**src/rtl/alu_pkg.sv**
```systemverilog
// alu_pkg: shared opcode encoding and default datapath width for the ALU stages
package alu_pkg;
    localparam int ALU_WIDTH = 32;
    typedef enum logic [2:0] {
        OP_AND = 3'd0,
        OP_OR  = 3'd1,
        OP_XOR = 3'd2,
        OP_NOR = 3'd3
    } op_e;
endpackage

```
**src/rtl/alu_bitwise_stage_if.sv**
```systemverilog
// alu_bitwise_stage_if: request/result handshake bundle of the bitwise ALU stage
interface alu_bitwise_stage_if import alu_pkg::*; #(parameter int WIDTH = ALU_WIDTH);
    logic             i_valid;
    logic             o_ready;
    logic [2:0]       i_op;
    logic [WIDTH-1:0] i_1;
    logic [WIDTH-1:0] i_2;
    logic             o_valid;
    logic             i_ready;
    logic [WIDTH-1:0] o;
    logic             o_zero;
    logic             o_neg;
    logic             o_err;
    logic [15:0]      o_count;
    modport slave (
        input  i_valid, i_op, i_1, i_2, i_ready,
        output o_ready, o_valid, o, o_zero, o_neg, o_err, o_count
    );
    modport master (
        output i_valid, i_op, i_1, i_2, i_ready,
        input  o_ready, o_valid, o, o_zero, o_neg, o_err, o_count
    );
endinterface

```
**src/rtl/alu_res_fifo.sv**
```systemverilog
// alu_res_fifo: DEPTH-entry result FIFO; head reads zero while empty
module alu_res_fifo #(parameter int W = 35, parameter int DEPTH = 2) (
    input  logic         clk,
    input  logic         rst,
    input  logic         wr,
    input  logic [W-1:0] din,
    input  logic         rd,
    output logic [W-1:0] dout,
    output logic         full,
    output logic         empty
);
    localparam int PW = $clog2(DEPTH);
    localparam int CW = $clog2(DEPTH + 1);
    logic [W-1:0]  mem [DEPTH];
    logic [PW-1:0] wp, rp;
    logic [CW-1:0] cnt;
    logic          do_wr, do_rd;
    assign full  = cnt == CW'(DEPTH);
    assign empty = cnt == '0;
    assign do_wr = wr && !full;
    assign do_rd = rd && !empty;
    assign dout  = empty ? '0 : mem[rp];
    always_ff @(posedge clk) begin
        if (do_wr) mem[wp] <= din;
    end
    always_ff @(posedge clk) begin
        if (rst) begin
            wp  <= '0;
            rp  <= '0;
            cnt <= '0;
        end else begin
            if (do_wr) wp <= wp == PW'(DEPTH - 1) ? '0 : wp + 1'b1;
            if (do_rd) rp <= rp == PW'(DEPTH - 1) ? '0 : rp + 1'b1;
            cnt <= cnt + CW'(do_wr) - CW'(do_rd);
        end
    end
endmodule

```
**src/rtl/or_bitwise.sv**
```systemverilog
// or_bitwise: bitwise OR of two operands
module or_bitwise #(parameter int WIDTH = 32) (
    input  logic [WIDTH-1:0] a,
    input  logic [WIDTH-1:0] b,
    output logic [WIDTH-1:0] y
);
    assign y = a | b;
endmodule

```
**src/rtl/alu_bitwise_stage.sv**
```systemverilog
// alu_bitwise_stage: AND/OR/XOR/NOR stage with flagged results queued in a FIFO
module alu_bitwise_stage import alu_pkg::*; #(
    parameter int WIDTH = ALU_WIDTH,
    parameter int DEPTH = 2
) (
    input logic clk,
    input logic rst,
    alu_bitwise_stage_if.slave bus
);
    logic [WIDTH-1:0] or_y, res;
    logic [WIDTH+2:0] din, dout;
    logic             full, empty, accept, err;
    or_bitwise #(.WIDTH(WIDTH)) u_or (.a(bus.i_1), .b(bus.i_2), .y(or_y));
    assign err = bus.i_op[2];
    always_comb res = bus.i_op == OP_AND ? bus.i_1 & bus.i_2 :
                      bus.i_op == OP_OR  ? or_y :
                      bus.i_op == OP_XOR ? bus.i_1 ^ bus.i_2 :
                      bus.i_op == OP_NOR ? ~or_y : '0;
    // flags are stored alongside the result so the head drives everything from state
    assign din    = {err, res == '0, res[WIDTH-1], res};
    assign accept = bus.i_valid && !full;
    alu_res_fifo #(.W(WIDTH + 3), .DEPTH(DEPTH)) u_fifo (
        .clk(clk), .rst(rst), .wr(bus.i_valid), .din(din), .rd(bus.i_ready),
        .dout(dout), .full(full), .empty(empty)
    );
    assign {bus.o_err, bus.o_zero, bus.o_neg, bus.o} = dout;
    assign bus.o_valid = !empty;
    assign bus.o_ready = !full;
    always_ff @(posedge clk) begin
        if (rst) bus.o_count <= '0;
        else if (accept) bus.o_count <= bus.o_count + 16'd1;
    end
endmodule

```
**src/flat_wrapper.sv**
```systemverilog
// flat-port wrapper written by rule: the top's interface ports become plain ports
module alu_bitwise_stage_flat import alu_pkg::*;
#(
    parameter int WIDTH = ALU_WIDTH,
    parameter int DEPTH = 2
)
  (clk, rst, bus_i_valid, bus_i_op, bus_i_1, bus_i_2, bus_i_ready, bus_o_ready, bus_o_valid, bus_o, bus_o_zero, bus_o_neg, bus_o_err, bus_o_count);
  alu_bitwise_stage_if #(.WIDTH(WIDTH)) bus_i ();
  input logic clk;
  input logic rst;
  input wire logic [$bits(bus_i.i_valid)-1:0] bus_i_valid;
  input wire logic [$bits(bus_i.i_op)-1:0] bus_i_op;
  input wire logic [$bits(bus_i.i_1)-1:0] bus_i_1;
  input wire logic [$bits(bus_i.i_2)-1:0] bus_i_2;
  input wire logic [$bits(bus_i.i_ready)-1:0] bus_i_ready;
  output wire logic [$bits(bus_i.o_ready)-1:0] bus_o_ready;
  output wire logic [$bits(bus_i.o_valid)-1:0] bus_o_valid;
  output wire logic [$bits(bus_i.o)-1:0] bus_o;
  output wire logic [$bits(bus_i.o_zero)-1:0] bus_o_zero;
  output wire logic [$bits(bus_i.o_neg)-1:0] bus_o_neg;
  output wire logic [$bits(bus_i.o_err)-1:0] bus_o_err;
  output wire logic [$bits(bus_i.o_count)-1:0] bus_o_count;
  assign bus_i.i_valid = bus_i_valid;
  assign bus_i.i_op = bus_i_op;
  assign bus_i.i_1 = bus_i_1;
  assign bus_i.i_2 = bus_i_2;
  assign bus_i.i_ready = bus_i_ready;
  assign bus_o_ready = bus_i.o_ready;
  assign bus_o_valid = bus_i.o_valid;
  assign bus_o = bus_i.o;
  assign bus_o_zero = bus_i.o_zero;
  assign bus_o_neg = bus_i.o_neg;
  assign bus_o_err = bus_i.o_err;
  assign bus_o_count = bus_i.o_count;
  alu_bitwise_stage #(.WIDTH(WIDTH), .DEPTH(DEPTH)) u_core (.clk(clk), .rst(rst), .bus(bus_i));
endmodule
```
**config.mk**
```make
export PLATFORM = sky130hd
export DESIGN_NAME = alu_bitwise_stage_flat
export DESIGN_NICKNAME = d
export VERILOG_FILES = /design/src/rtl/alu_pkg.sv /design/src/rtl/alu_bitwise_stage_if.sv /design/src/rtl/alu_res_fifo.sv /design/src/rtl/or_bitwise.sv /design/src/rtl/alu_bitwise_stage.sv /design/src/flat_wrapper.sv
export SDC_FILE = /design/constraint.sdc
export NUM_CORES = 1
export LEC_CHECK = 0
export CORE_MARGIN = 2
export CORE_UTILIZATION = 47
export CTS_CLUSTER_DIAMETER = 120
export CTS_CLUSTER_SIZE = 24
export DETAILED_ROUTE_END_ITERATION = 6
export PLACE_DENSITY = 0.78
export SLEW_MARGIN = 25
export SYNTH_ARGS = -nofsm -noshare
export SYNTH_HDL_FRONTEND = slang
export SYNTH_SLANG_ARGS = --single-unit
```
**constraint.sdc**
```tcl
create_clock -name clk -period 2.4 [get_ports clk]
set_input_delay 0.24 -clock clk [delete_from_list [all_inputs] [get_ports clk]]
set_output_delay 0.24 -clock clk [all_outputs]
set_load 0.05 [all_outputs]
```
# After elaboration in Yosys (flattened, before gate mapping)
# Memory sizes are Yosys's and may differ from the RTL's. A register that Yosys moved wholly into a read port is not among the register bits.
# Cells that the tools add are included.
dict set report word_totals {
  register_bits 20
  word_cells 36
  ramBits 70
  n_memories 1
}
# memory depth word_bits rd rd_clocked_by_memory_dff wr line
set mem_list {}
lappend mem_list {u_core.u_fifo.mem 2 35 1 1 1 alu_res_fifo.sv:14} ;# logic [W-1:0] mem [DEPTH];
dict set report op_classes {
  reduce_logical 7
  bitwise 4
  eq_ne 4
  mux 11
  addsub 5
}
# op count
set op_table {}
lappend op_table {{$mux W32} 4}
lappend op_table {{$mux W35} 1}
lappend op_table {{$and A32 B32 Y32} 1}
lappend op_table {{$logic_not A32 Y1} 1}
lappend op_table {{$not A32 Y32} 1}
lappend op_table {{$or A32 B32 Y32} 1}
lappend op_table {{$xor A32 B32 Y32} 1}
lappend op_table {{$add A16 B1 Y16 const B} 1}
lappend op_table {{$eq A3 B2 Y1 const B} 2}
lappend op_table {{$mux W1} 6}
lappend op_table {{$eq A3 B1 Y1 const B} 1}
lappend op_table {{$logic_not A3 Y1} 1}
lappend op_table {{$add A1 B1 Y1 const B} 2}
lappend op_table {{$add A2 B1 Y2} 1}
lappend op_table {{$eq A2 B2 Y1 const B} 1}
lappend op_table {{$logic_and A1 B1 Y1} 2}
lappend op_table {{$logic_not A1 Y1} 2}
lappend op_table {{$logic_not A2 Y1} 1}
lappend op_table {{$sub A2 B1 Y2} 1}

# Depth between registers and ports, before layout
# Gate-level depths: netlist (run 1).
dict set report depth {
  ltp_word 7
  mapped_depth 9
  ltp_nobuf 9
}

# Hierarchy
# Synthesis (run 1) repeated with hierarchy kept, for this count alone.
dict set report hier_totals {
  hier_cells 441
  area_unflattened_um2 5156.2
}
# mod area_per_inst_um2 cells_each seq_area_each_um2 n_inst
set modules_own_cells {}
lappend modules_own_cells {alu_res_fifo 2866.5 175 2202.1 1}
lappend modules_own_cells {alu_bitwise_stage 2089.5 234 320.3 1}
lappend modules_own_cells {or_bitwise 200.2 32 0.0 1}

# Least setup slack after synthesis (run 1)
# Ideal clock, no wire load.
dict set report synth_timing {
  kind {register to register}
  startpoint {register u_core.u_fifo.cnt[0]}
  endpoint {memory u_core.u_fifo.mem[0][0] (enable)}
  path_buffers 1
  setup_slack_ns -0.253
  stages_incl_launch_ff 5
  arrival_time_ns 2.228
  required_ns 1.975
  setup_time_ns 0.425
  path_cell_list {dfxtp_1 > nand2b_1 > buf_4 > nand2_4 > nor2_1}
}
dict set report synth_via {
  elab_chain_len 5
}
# element line
set synth_lines {}
lappend synth_lines {{start, declared} alu_res_fifo.sv:16} ;# logic [CW-1:0] cnt;
lappend synth_lines {{start signal, assigned} alu_res_fifo.sv:34} ;# cnt <= cnt + CW'(do_wr) - CW'(do_rd);
lappend synth_lines {{$eq A2 B2 Y1} alu_res_fifo.sv:18} ;# assign full = cnt == CW'(DEPTH);
lappend synth_lines {{$logic_not A1 Y1} n/a}
lappend synth_lines {{net bus_o_ready} flat_wrapper.sv:16} ;# output wire logic [$bits(bus_i.o_ready)-1:0] bus_o_ready;
lappend synth_lines {{$logic_and A1 B1 Y1} alu_res_fifo.sv:20} ;# assign do_wr = wr && !full;
lappend synth_lines {{$mux W1} alu_res_fifo.sv:24} ;# if (do_wr) mem[wp] <= din;
lappend synth_lines {{$mux W1 (implied by the code)} alu_res_fifo.sv:24}
lappend synth_lines {{end, declared} alu_res_fifo.sv:14}
# The timed path passes the listed nets, and every way through them passes these cells.

# Worst setup path in the final report (run 1)
dict set report layout_timing {
  startpoint {register u_core.u_fifo.cnt[1]}
  endpoint {output port bus_o[4]}
}
dict set report layout_via {
  elab_chain_len 2
}
# element line
set layout_lines {}
lappend layout_lines {{$logic_not A2 Y1} alu_res_fifo.sv:19} ;# assign empty = cnt == '0;
lappend layout_lines {{$mux W35} alu_res_fifo.sv:22} ;# assign dout = empty ? '0 : mem[rp];
lappend layout_lines {{end, declared} flat_wrapper.sv:18} ;# output wire logic [$bits(bus_i.o)-1:0] bus_o;
# No other way between the ends.

==> results.txt, run 1 <==
clock slew at reported path FFs: 0.06 ns
main combinational cell family by area after synthesis: multiplexers
first-pass GRT wire length: 19.3 mm
drt pass-1 iters: 4
minimum clock period: 2.24 ns
Final Hold Fails: 0
DP HPWL: 8.96 mm
IO Count: 124
Finished Layout Cells: 801
Hold EP: u_core.bus.o_count[15]
Crit-path slowest cell: clkdlybuf4s50_1
Syn Area/Cell: 10.7 sq um
I/O Buffers: 123
CORE AREA: 11900 sq um
leak pwr: 3.29 nW
distinct cell type count after synthesis: 30
Worst Hold Depth: 2
Die ar.: 12900 sq um
RD Place Congestion: 0.812
initial core utilization: 47.7%
sequential share of the synthesized area: 43.5%
vias per cell: 5.17
CTS root buf: clkbuf_16
hold_sp: u_core.bus.o_count[15]
drt wl/cell: 14.6 microns
Worst EP arrival: 2.00 ns
r2r setup slk: 0.45 ns
Clock Latency Late Sink: 0.34 ns
Post-Synth Adder-Cell Area: 14.8%
share of layout cells above drive strength 1: 8.26%
launching point of the worst reg2reg path: u_core.u_fifo.cnt[1]
final max-slew violation count: 0
number of global-route vias before repair: 4099
total CTS buffers: 9
Hold Slack: 0.498 ns
syn_nets: 667
xor/xnor share of the synthesized area: 2.48%
PwrDens: 845 nW/um^2
mapped cell area: 5650 sq um
total gr overflow: 0
Setup WS post-layout: 0.162 ns
yosys warns: 0
Crit path largest cell delay: 0.84 ns
row count: 40
post-synthesis mux area share: 17.2%
CP Capture Type: primary output
setup slack at placement: 0.154 ns
routed wire length: 11.7 mm
status: finished, final reports clean
First DRT Iteration DRCs: 261
die span in x: 114 microns
Post-Synth Simple-Gate Area: 8.61%
Worst R2R End: u_core.u_fifo.cnt[1]
RSZ-0062 raised after global routing: no
largest net degree at the start of global routing: 35
Final Skew: 0.00692 ns
crit share post-route: 93.3%
Crit Path Class: flip-flop to primary output
CP Launch Type: flip-flop
CP max FO: 17
Final Net Count: 788
FF+latch count, synth: 89
Syn-to-layout area delta: 30.2%
CTS Buffer Depth: 2
Vias: 4141
Final ANT Viol Nets: 0
Post-route DRC: 0
Crit path required time: 2.16 ns
final-report setup violation count: 0
TritonCTS clock tree: done
depth of the CTS H-tree: 3
worst vdd ir: 0.000440 V
Synth Area in Compound Gates: 4.25%
Cell Chain, Critical Path: nor2_2 -> buf_4 -> nor2_1 -> clkdlybuf4s50_1
total chip power: 6.22 mW
GRT Util Overall: 19.0%
cell count after synthesis: 529
r2r worst-path depth: 10
Placed Instances: 786
fmax: 0.447 GHz
initial antenna violation count: 0
Max transition margin: 50.4%
clk sinks: 89
pin slew with the least headroom to its limit: 0.742 ns
reported max-cap violation count: 0
setup TNS: 0 ns
Antenna diodes: 0
worst hold-check path type: flip-flop to flip-flop
die height: 114 microns
Worst Setup SP: u_core.u_fifo.cnt[1]
-- synth_stat cells, drive strengths merged --
cell / n / area share, %
nand2: 8 / 0.66
dfxtp: 21 / 7.4
nor4: 8 / 0.89
and3: 2 / 0.22
or2: 1 / 0.11
nor3: 1 / 0.088
or3: 3 / 0.33
xor2: 11 / 1.7
and4: 1 / 0.15
nor2b: 1 / 0.11
and2: 1 / 0.11
o21ai: 4 / 0.35
ha: 67 / 15
edfxtp: 68 / 36
nand2b: 2 / 0.22
o22ai: 32 / 3.5
inv: 97 / 6.4
mux2i: 97 / 17
nand3: 5 / 0.44
buf: 18 / 2.2
nand4: 9 / 1.3
a21oi: 4 / 0.35
clkbuf: 7 / 0.46
nor2: 56 / 4.0
xnor2: 5 / 0.77
-- routing by layer --
metal / GRT usage (%) / part of all wire [%] / vias up
met5: 0 / 0 / -
met4: 5.12 / 1.4 / 0
met3: 3.35 / 5.2 / 17
met2: 35.3 / 52 / 119
met1: 22.8 / 41 / 1956
li1: - / - / 2049
-- where the power goes --
group	leakage (nW)	switching (mW)	internal, mW
logic	2.32	1.78	0.924
clock network	0.151	0.556	0.912
registers	0.824	0.120	1.92
-- how the worst max path moves through the flow --
stage                               endpoint  cells past startpoint  slack, ns
floorplan                          bus_o[31]                      5       0.18
global placement    u_core.u_fifo.mem[0][33]                      8       0.26
detailed placement  u_core.u_fifo.mem[1][33]                      8       0.15
CTS                                 bus_o[6]                      3       0.02
global route                       bus_o[13]                      4       0.09
finish                              bus_o[4]                      4       0.16
-- timing repair --
| action | CTS | global route |
|---|---|---|
| hold buffers | 0 | 0 |
| resized for setup | 3 | 2 |
| setup endpoints to repair | 3 | 12 |
| setup buffers | 0 | 0 |
-- layout make-up --
cell class | instances | area [sq um]
sequential | 89 | 2470
clock buffer | 9 | 225
fill | 932 | 4500
multi-input combinational | 318 | 2690
inverter | 97 | 364
timing repair buffer | 135 | 1340
tap | 147 | 184
clock inverter | 6 | 91.3
-- per-stage QoR --
step	cell area [sq um]	util, %
floorplan	5660	-
global placement	7040	59.4
detailed placement	7040	59.4
CTS	7360	62.0
global route	7360	62.1
finish	7360	62.1
-- sequential cells by signal (all words and copies together) (netlist names), named ones only --
register,cells
u_core.bus.o_count,16
u_core.u_fifo.mem,68
u_core.u_fifo.cnt,2
u_core.u_fifo.rp,1
u_core.u_fifo.wp,1
-- placed cells by master, fill, tap and decap left out, types with 2 or more instances in the layout --
master	synthesis	final
xor2_1	11	11
buf_4	4	27
dlygate4sd2_1	0	3
clkbuf_16	0	9
xnor2_1	5	5
nand4_1	8	8
mux2i_1	97	97
clkdlybuf4s50_1	0	98
buf_12	0	6
dfxtp_1	21	20
or3_1	3	3
bufinv_16	0	2
o22ai_1	32	32
nand3_1	5	5
nor4_1	8	8
edfxtp_1	68	68
ha_1	67	67
o21ai_0	4	4
inv_1	97	97
nor2_1	55	53
nand2b_1	2	2
a21oi_1	4	4
nand2_1	7	7
-- worst max-delay path, delay by kind of cell, from the launching register on --
kind | cells | cell delay (ns)
buffers and inverters | 2 | 1.04
DFF | 1 | 0.38
and+or+nand+nor | 2 | 0.25
-- logic make-up (layout without fill, tap and decap cells) --
kind of cell / count (synthesis) / count (layout)
adder cells (fa/ha/maj): 67 / 67
buffers and inverters: 122 / 247
flip-flops: 89 / 89
multiplexers: 97 / 97
AND/OR/NAND/NOR: 98 / 98
XOR/XNOR: 16 / 16
AO/OA/AOI/OAI: 40 / 40
Power figures use the tool's default switching activity.
==> inputs of run 2 (changes only) <==
--- a/config.mk
+++ b/config.mk
@@ -15,3 +15,4 @@
 export SYNTH_ARGS = -nofsm -noshare
 export SYNTH_HDL_FRONTEND = slang
 export SYNTH_SLANG_ARGS = --single-unit
+export TNS_END_PERCENT = 50
==> results of run 2 <==
The final DEF is identical to that of run 1; final timing and power are the same.
==> inputs of run 3 (changes only) <==
--- a/config.mk
+++ b/config.mk
@@ -5,12 +5,12 @@
 export SDC_FILE = /design/constraint.sdc
 export NUM_CORES = 1
 export LEC_CHECK = 0
-export CORE_MARGIN = 2
 export CORE_UTILIZATION = 47
 export CTS_CLUSTER_DIAMETER = 120
 export CTS_CLUSTER_SIZE = 24
 export DETAILED_ROUTE_END_ITERATION = 6
 export PLACE_DENSITY = 0.78
+export SETUP_SLACK_MARGIN = 0.15
 export SLEW_MARGIN = 25
 export SYNTH_ARGS = -nofsm -noshare
 export SYNTH_HDL_FRONTEND = slang
==> run 3 against run 2 <==
Compared with the run above:
- the run now ends with DRC left
- sequential share of layout area rose by 0.13 points
- non-clock buffer count unchanged
- hold slack lost 0.00089 ns
- total power shrank 2.1%
- first-iteration DRC count decreased by 1.1%
- register-to-register slack barely moved
- cell count shrank 0.37%
- highest routed layer unchanged
- global-route usage up 0.50 points
- utilization increased by 1.4 points
- clock-buffer cell count is the same
- clock power is 8% lower
- worst setup slack lost 0.034 ns
==> results.txt, run 3 (synthesis results as in run 1) <==
worst hold-check path type: flip-flop to flip-flop
Die ar.: 12500 sq um
Hold Slack: 0.497 ns
TritonCTS clock tree: done
final-report setup violation count: 0
CTS root buf: clkbuf_16
switching power: 2.53 mW
CORE AREA: 11600 sq um
leak pwr: 3.34 nW
crit share post-route: 94.7%
Crit path required time: 2.16 ns
die span in x: 112 microns
Clock Latency Late Sink: 0.34 ns
Final Skew: 0.00988 ns
failing checks: DRC
fin area: 7330 sq um
max reg flops: 68
Vias: 4150
Crit path largest cell delay: 0.83 ns
hold_sp: u_core.bus.o_count[15]
GRT Util Overall: 19.5%
Crit-path slowest cell: clkdlybuf4s50_1
initial core utilization: 48.9%
depth of the CTS H-tree: 3
PwrDens: 831 nW/um^2
row count: 39
fmax: 0.440 GHz
worst vdd ir: 0.000452 V
die height: 112 microns
drt pass-1 iters: 7
Final ANT Viol Nets: 0
clock slew at reported path FFs: 0.06 ns
Worst Setup SP: u_core.u_fifo.cnt[1]
Final Util: 63.4%
Clock Power Share: 22.2%
FF+latch area: 2470 sq um
minimum clock period: 2.27 ns
vias per cell: 5.20
Crit Path Class: flip-flop to primary output
CP max FO: 26
launching point of the worst reg2reg path: u_core.u_fifo.cnt[1]
setup TNS: 0 ns
share of layout cells above drive strength 1: 8.55%
reported max-cap violation count: 0
status: finished with violations
initial antenna violation count: 0
Max transition margin: 50.1%
First DRT Iteration DRCs: 258
RSZ-0062 raised after global routing: yes
CP Launch Type: flip-flop
Post-route DRC: 10
Worst EP arrival: 2.03 ns
Largest Register: u_core.u_fifo.mem
Antenna diodes: 0
most frequent cells in the layout: inv_1 (97), mux2i_1 (97), clkdlybuf4s50_1 (92), edfxtp_1 (68), ha_1 (67)
switching share of power: 41.5%
Flop pwr share: 33.5%
total gr overflow: 0
final max-slew violation count: 0
total CTS buffers: 9
drt wl/cell: 14.5 microns
Final Net Count: 788
Filler cells: 928
IO Count: 124
first-pass GRT wire length: 19.1 mm
Final Hold Fails: 0
number of global-route vias before repair: 4108
footprint of the multi-input gates: 2690 sq um
biggest regs: u_core.u_fifo.mem: 68 flops, u_core.bus.o_count: 16 flops, u_core.u_fifo.cnt: 2 flops
cts hold-fix bufs: 0
Cell Chain, Critical Path: nor2_2 -> buf_4 -> nor2_1 -> clkdlybuf4s50_1
DP HPWL: 8.84 mm
Comb pwr share: 44.2%
CTS Buffer Depth: 2
I/O Buffers: 123
pin slew with the least headroom to its limit: 0.746 ns
clk sinks: 89
RD Place Congestion: 0.742
dpl cell area: 7030 sq um
Syn-to-layout area delta: 29.7%
Int Pwr: 3.56 mW
routed wire length: 11.6 mm
CP Capture Type: primary output
largest net degree at the start of global routing: 35
## run 3: changes by cell type in the layout (fill, tap and decap cells not counted)
| cell | delta |
|---|---|
| dlymetal6s2s_1 | +3 |
| dlygate4sd2_1 | +3 |
| buf_4 | +1 |
| clkdlybuf4s50_1 | -6 |
| buf_12 | -1 |
| bufinv_16 | -2 |
| clkinv_1 | -1 |
| clkinv_4 | +2 |
| clkinv_8 | +2 |
## run 3: per-stage QoR
step	power, mW	setup WS, ns	cells
after CTS	6.14	0.115	798
final	6.09	0.128	798
after global placement	4.76	0.248	782
after global routing	6.39	0.0712	798
after floorplan	3.87	0.180	529
after detailed placement	4.81	0.179	782
## run 3: final timing paths
check | end | slack (ns) | depth (start not counted)
worst max register to register | u_core.u_fifo.cnt[1] | 0.46 | 10
worst min register to register | u_core.bus.o_count[15] | 0.50 | 2
worst max-delay path | bus_o_err | 0.13 | 4
worst min-delay path | u_core.bus.o_count[15] | 0.50 | 2
## run 3: layout make-up
type | instances | share of cell area (%)
Clock buffer | 9 | 3.07
Clock inverter | 7 | 1.06
Inverter | 97 | 4.97
Multi-Input combinational cell | 318 | 36.6
Sequential cell | 89 | 33.6
Tap cell | 143 | 2.44
Timing Repair Buffer | 135 | 18.2
## run 3: power groups by stage
stage | combinational, mW | sequential (mW) | clock [mW]
6_report | 2.70 | 2.04 | 1.35
5_1_grt | 2.88 | 2.06 | 1.45
4_1_cts | 2.72 | 2.04 | 1.38
2_1_floorplan | 1.84 | 2.04 | 0
3_3_place_gp | 2.70 | 2.06 | 0
3_5_place_dp | 2.74 | 2.07 | 0
## run 3: metal layers
metal | up-vias | share of wire (%) | GRT usage (%)
met1 | 1972 | 42 | 22.6
met2 | 118 | 52 | 35.6
met5 | - | 0 | 0
met4 | 0 | 1.0 | 6.13
met3 | 8 | 5.0 | 4.46
li1 | 2052 | - | -
## run 3: repair_timing
item                       in CTS  in global routing
setup endpoints to repair      15                  9
hold endpoints to repair        0                  0
gates resized for setup         7                  4
setup buffers                   0                  0
## run 3: worst max-delay path, delay by kind of cell, from the launching register on
kind | cells | cell delay [ns]
buf+inv | 2 | 1.05
simple gates | 2 | 0.25
flops | 1 | 0.38
